### src/rtl/pipeline_pkg.sv
// Shared pipeline definitions: widths, NOP encoding and the fetch-stage state type.
package pipeline_pkg;

    localparam int INSTR_W = 32;
    localparam int ADDR_W  = 32;

    localparam logic [INSTR_W-1:0] NOP_INSTR = 32'h0000_0000;

    // FETCH: request outstanding at pc_f
    // HELD: word captured during a stall, waiting to enter IF/ID
    // DISCARD: wrong-path request still in flight, its response is dropped
    typedef enum logic [1:0] {
        FETCH   = 2'd0,
        HELD    = 2'd1,
        DISCARD = 2'd2
    } fetch_state_e;

endpackage

### src/rtl/fetch_target_select.sv
// Decides whether ID redirects fetch this cycle and which target wins.
// Also used by the hazard unit, so it stays purely combinational.
module fetch_target_select
    import pipeline_pkg::*;
(
    input  logic              valid_d,
    input  logic              stall_d,
    input  logic              jump_d,
    input  logic              pc_src_d,
    input  logic [ADDR_W-1:0] pc_branch_d,
    input  logic [ADDR_W-1:0] jump_target_d,
    output logic              redirect,
    output logic [ADDR_W-1:0] target
);

    // A stalled or empty ID slot cannot redirect; jumps override branches.
    always_comb begin
        redirect = valid_d & ~stall_d & (jump_d | pc_src_d);
        target   = jump_d ? jump_target_d : pc_branch_d;
    end

endmodule

### src/rtl/fetch_redirect_unit.sv
// IF stage plus IF/ID register: fetch PC, imem handshake, one-entry hold
// buffer for words that arrive during a stall, and wrong-path flushing.
module fetch_redirect_unit
    import pipeline_pkg::*;
#(
    parameter logic [ADDR_W-1:0] RESET_PC = 32'h0000_0000,
    parameter int                CNT_W    = 16
) (
    input  logic               clk,
    input  logic               rst_n,
    input  logic               stall_d,
    input  logic               pc_src_d,
    input  logic [ADDR_W-1:0]  pc_branch_d,
    input  logic               jump_d,
    input  logic [ADDR_W-1:0]  jump_target_d,
    output logic               imem_req,
    output logic [ADDR_W-1:0]  imem_addr,
    input  logic               imem_ready,
    input  logic [INSTR_W-1:0] imem_rdata,
    output logic [INSTR_W-1:0] instr_d,
    output logic [ADDR_W-1:0]  pc_plus4_d,
    output logic               valid_d,
    output logic               fetch_busy,
    output logic [CNT_W-1:0]   redirect_count
);

    fetch_state_e       state_q, state_d;
    logic [ADDR_W-1:0]  pc_q, pc_d;
    logic [ADDR_W-1:0]  tgt_q, tgt_d;
    logic [INSTR_W-1:0] buf_instr_q, buf_instr_d;
    logic [ADDR_W-1:0]  buf_pc4_q, buf_pc4_d;
    logic [INSTR_W-1:0] ifid_instr_q, ifid_instr_d;
    logic [ADDR_W-1:0]  ifid_pc4_q, ifid_pc4_d;
    logic               ifid_valid_q, ifid_valid_d;
    logic [CNT_W-1:0]   cnt_q, cnt_d;

    logic               redirect;
    logic [ADDR_W-1:0]  target;
    logic [ADDR_W-1:0]  pc_plus4_f;

    assign pc_plus4_f = pc_q + 32'd4;

    fetch_target_select u_sel (
        .valid_d       (ifid_valid_q),
        .stall_d       (stall_d),
        .jump_d        (jump_d),
        .pc_src_d      (pc_src_d),
        .pc_branch_d   (pc_branch_d),
        .jump_target_d (jump_target_d),
        .redirect      (redirect),
        .target        (target)
    );

    // State register.
    always_ff @(posedge clk) begin
        if (!rst_n) state_q <= FETCH;
        else        state_q <= state_d;
    end

    // Next state: capture during stall, or park until a wrong-path response drains.
    always_comb begin
        state_d = state_q;
        unique case (state_q)
            FETCH: begin
                if (imem_ready) begin
                    if (!redirect && stall_d) state_d = HELD;
                end else if (redirect) begin
                    state_d = DISCARD;
                end
            end
            HELD:    if (redirect || !stall_d) state_d = FETCH;
            DISCARD: if (imem_ready) state_d = FETCH;
            default: state_d = FETCH;
        endcase
    end

    // Outputs: request whenever not holding a captured word; address is always pc_f.
    always_comb begin
        imem_req   = rst_n && (state_q != HELD);
        imem_addr  = pc_q;
        fetch_busy = imem_req & ~imem_ready;
    end

    // Datapath next values: fetch PC, hold buffer, pending target and IF/ID.
    always_comb begin
        pc_d         = pc_q;
        tgt_d        = tgt_q;
        buf_instr_d  = buf_instr_q;
        buf_pc4_d    = buf_pc4_q;
        ifid_instr_d = ifid_instr_q;
        ifid_pc4_d   = ifid_pc4_q;
        ifid_valid_d = ifid_valid_q;
        cnt_d        = cnt_q + {{(CNT_W-1){1'b0}}, redirect};
        unique case (state_q)
            FETCH: begin
                if (imem_ready) begin
                    if (redirect) begin
                        // Response belongs to the wrong path: drop it and flush ID.
                        ifid_instr_d = NOP_INSTR;
                        ifid_valid_d = 1'b0;
                        pc_d         = target;
                    end else if (!stall_d) begin
                        ifid_instr_d = imem_rdata;
                        ifid_pc4_d   = pc_plus4_f;
                        ifid_valid_d = 1'b1;
                        pc_d         = pc_plus4_f;
                    end else begin
                        buf_instr_d = imem_rdata;
                        buf_pc4_d   = pc_plus4_f;
                        pc_d        = pc_plus4_f;
                    end
                end else if (redirect) begin
                    // Keep pc_f on the old address so the outstanding request stays stable.
                    tgt_d        = target;
                    ifid_instr_d = NOP_INSTR;
                    ifid_valid_d = 1'b0;
                end else if (!stall_d) begin
                    ifid_instr_d = NOP_INSTR;
                    ifid_valid_d = 1'b0;
                end
            end
            HELD: begin
                if (redirect) begin
                    ifid_instr_d = NOP_INSTR;
                    ifid_valid_d = 1'b0;
                    pc_d         = target;
                end else if (!stall_d) begin
                    ifid_instr_d = buf_instr_q;
                    ifid_pc4_d   = buf_pc4_q;
                    ifid_valid_d = 1'b1;
                end
            end
            DISCARD: begin
                if (imem_ready) pc_d = tgt_q;
                if (!stall_d) begin
                    ifid_instr_d = NOP_INSTR;
                    ifid_valid_d = 1'b0;
                end
            end
            default: ;
        endcase
    end

    // Datapath registers.
    always_ff @(posedge clk) begin
        if (!rst_n) begin
            pc_q         <= RESET_PC;
            tgt_q        <= '0;
            buf_instr_q  <= '0;
            buf_pc4_q    <= '0;
            ifid_instr_q <= NOP_INSTR;
            ifid_pc4_q   <= '0;
            ifid_valid_q <= 1'b0;
            cnt_q        <= '0;
        end else begin
            pc_q         <= pc_d;
            tgt_q        <= tgt_d;
            buf_instr_q  <= buf_instr_d;
            buf_pc4_q    <= buf_pc4_d;
            ifid_instr_q <= ifid_instr_d;
            ifid_pc4_q   <= ifid_pc4_d;
            ifid_valid_q <= ifid_valid_d;
            cnt_q        <= cnt_d;
        end
    end

    assign instr_d        = ifid_instr_q;
    assign pc_plus4_d     = ifid_pc4_q;
    assign valid_d        = ifid_valid_q;
    assign redirect_count = cnt_q;

endmodule

### config.mk
export PLATFORM = sky130hd
export DESIGN_NAME = fetch_redirect_unit
export DESIGN_NICKNAME = d
export VERILOG_FILES = /design/src/rtl/pipeline_pkg.sv /design/src/rtl/fetch_target_select.sv /design/src/rtl/fetch_redirect_unit.sv
export SDC_FILE = /design/constraint.sdc
export NUM_CORES = 1
export LEC_CHECK = 0
export ABC_AREA = 1
export CORE_MARGIN = 2
export CORE_UTILIZATION = 55
export CTS_CLUSTER_DIAMETER = 30
export CTS_CLUSTER_SIZE = 28
export DETAILED_ROUTE_END_ITERATION = 8
export PLACE_DENSITY = 0.85
export SKIP_LAST_GASP = 1
export SYNTH_ARGS = -nofsm -noshare
export SYNTH_HDL_FRONTEND = slang
export SYNTH_SLANG_ARGS = --single-unit
### constraint.sdc
create_clock -name clk -period 3.02 [get_ports clk]
set_input_delay 0.453 -clock clk [delete_from_list [all_inputs] [get_ports clk]]
set_output_delay 0.453 -clock clk [all_outputs]
set_load 0.1 [all_outputs]
==> results.md <==
- Status: completed
- Clock Sinks: approximately 210
- Antenna Cells: 0
- Fin Hold WS: 0.389 ns
- Final Setup Violations: 0
- Crit-path max FO: 33
- CTS clock-pin slew for the worst setup and hold paths: approximately 0.05 ns
- Worst Setup Start Kind: register
- Final Cycle Share: between 80% and 90%
- Die W: 140 um
- Netlist cell types: between 40 and 50
- Worst endpoint required time: 2.57 ns
- Detailed Routing Iterations Pass 1: 5
- Flop pwr share: 26.6%
- Slowest cell delay on critical path: 0.38 ns
- Worst Slack Setup Final: 0.341 ns
- Clock network power share: 42.3%
- Synth async-reset ratio: 0%
- Max H-tree Level: 2
- CTS tree: yes
- CTS max path bufs: 3
- Core ar.: 18100 um^2
- Final nets: 1750
- Vias per cell: 5.60
- Total track usage: 31.6%
- Mapped cell area: slightly above 10000 um^2
- Total negative setup slack: 0 ns
- Final instance area: ~14000 um^2
- Hold Vio Cnt, Final: 0
- Period minus WS final: 2.68 ns
- Syn_nets: between 1500 and 2000
- CTS root buffer: clkbuf_16
- Vias in the first global route: 10300
- Placed Cells: 1826
- Initial core utilization: 56.4%
- Antenna violations before repair: 0
- Critical-path cell list: inv_1 -> ha_1 -> buf_4 -> nor2_2 -> inv_1 -> nor2_4 -> buf_12
- Crit Path Class: reg -> out
- Post-layout util: 76.5%
- Switching Fraction: 37.9%
- PwrDens: 933 nW/um^2
- Synth-to-layout area growth: 35.6%
- DP Wirelength: 20000 um
- Critical Path End Type: output port
- Post_cts resized: 0
- Worst-Margin Slew: 0.943 ns
- Seq/Total Area, Yosys: 41.4%
- Die area: between 15000 and 20000 um^2
- Power consumption: 12.9 mW
- Layout Cells excl Fill: 1904
- Min-delay worst type: in -> reg
- Post-CTS Setup Bufs: 0
- FILL cells: about 1300
- Yosys reg bits: approximately 210
- Max_slew headroom: 36.8%
- Top_reg_cell synth: dfxtp_1
- Cell count after synthesis: 1449
- Achievable frequency: 0.373 GHz
- Hold bufs inserted after CTS: 0
- Row count: 49
- Cell mode on critical path: inv_1
- EDFF count, synth: 0
- Vias: 10700
- LEAKAGE: 5.89 nW
- DP Worst Slack: slightly above 0.4 ns
- IO Count: 217
- Unrepaired setup endpoints after global routing: false
- Gate power share: 31.1%
- Total CTS buffers: 42
- Arr. time, crit path: between 2 and 2.5 ns
- Max-slew violation count: 0
- WL per Instance: between 15 and 20 um
- Worst-skew pair later-pin latency: roughly 0.52 ns
- # Max-Cap Violations: 0
- IR Drop Worst-Case VDD: 0.812 mV
- Die height: 140 um
- Total grt overflow: 0
- Total detailed-routing wirelength: 31800 um
- Mean Syn Cell Area: 7.04 um^2
- Synth warn: 0
- Antenna Nets Post-Route: 0
- Largest net degree at the start of global routing: 141
- Net Sw Power: 4.89 mW
- GP Congestion: between 0.9 and 1
- Dpl cell area: 12200 um^2
- Internal power: between 8 and 9 mW
- Share of layout cells above drive strength 1: 14.7%
- Global-route wire length before repair: 50800 um
- Starting DRT DRC Count: 772
- Slowest cell on crit path: dfxtp_1
- Layout Skew: slightly below 0.02 ns
- PortBufs: 216
- # DRC: 0
-- placed cells by master (no fill, tap or decap), drive strengths merged --
cell,count
o2bb2ai,2
o21bai,21
ha,7
inv,123
dfxtp,211
clkbuf,50
a21oi,168
clkinv,9
o211ai,1
nand3,37
nor3,12
nand4,21
o21a,5
bufinv,14
mux2,3
clkdlybuf4s50,99
nand2,335
nor2,151
mux2i,25
buf,137
or2,2
o21ai,178
xor2,11
nand3b,5
and2,2
clkinvlp,6
a31oi,5
a211oi,29
xnor2,4
a21o,2
-- area by class of cell --
type	count	area [um^2]	share of cell area [%]
Clock buffer	50	1160	8.42
Clock inverter	28	513	3.71
Inverter	124	465	3.36
Multi-Input combinational cell	1026	5110	36.9
Sequential cell	211	4220	30.5
Tap cell	229	287	2.07
Timing Repair Buffer	236	2080	15.0
-- power by group through the flow --
| stage | sequential (mW) | combinational (mW) | clock (mW) |
|---|---|---|---|
| 6_report | 3.43 | 4.01 | 5.47 |
| 4_1_cts | 3.42 | 3.99 | 5.50 |
| 2_1_floorplan | 5.00 | 1.39 | 0 |
| 3_3_place_gp | 3.45 | 3.89 | 0 |
| 3_5_place_dp | 3.46 | 3.93 | 0 |
| 5_1_grt | 3.47 | 4.24 | 5.65 |
-- registers in the layout, indices dropped and copies added (netlist names) --
signal and count:
buf_instr_q 32, pc_plus4_d 32, state_q 2, tgt_q 32, instr_d 32, redirect_count 16
valid_d 1, buf_pc4_q 32, imem_addr 32
-- final timing paths --
path	start	endpoint	slack, ns	depth (start not counted)
setup / recovery	state_q[1]	fetch_busy	0.34	7
hold / removal	jump_d	valid_d	0.39	4
setup reg to reg	state_q[0]	imem_addr[6]	0.41	9
hold reg to reg	buf_instr_q[21]	buf_instr_q[21]	0.45	2
-- cell usage after synthesis, types with 7 or more instances --
library cell,instances,area share (%)
a211oi_1,29,2.1
a21oi_1,167,8.2
buf_2,24,1.2
buf_4,7,0.52
clkbuf_1,53,1.9
dfxtp_1,211,41
ha_1,7,0.86
inv_1,116,4.3
inv_2,7,0.26
mux2i_1,25,2.5
nand2_1,332,12
nand3_1,35,1.7
nand4_1,21,1.3
nor2_1,139,5.1
nor2_2,7,0.43
nor3_1,11,0.54
o21ai_0,152,7.5
o21ai_1,24,1.2
o21bai_1,21,1.5
xor2_1,11,0.94
-- critical path, delay by kind of cell, from the launching register on --
kind | cells | cell delay (ns)
fa+ha+maj | 1 | 0.30
buf+inv | 4 | 0.68
flops | 1 | 0.38
simple gates | 2 | 0.33
-- cells by family after synthesis --
family	share of synthesized area (%)
and+or+nand+nor	23.1
adders and majority gates	0.858
AOI/OAI and AO/OA	21.9
DFF	41.4
xor gates and xnor gates	1.29
muxes	2.78
buffers and inverters	8.65
-- routing by layer --
| metal | part of all wire (%) | up-vias | track usage (%) | routed length (um) |
|---|---|---|---|---|
| li1 | - | 5178 | - | - |
| met1 | 39 | 4919 | 38.1 | 12300 |
| met2 | 49 | 489 | 54.5 | 15600 |
| met3 | 8.6 | 82 | 6.19 | 2750 |
| met4 | 3.8 | 0 | 14.2 | 1220 |
| met5 | 0 | - | 0 | 0 |
(Power assumes the default switching activity.)
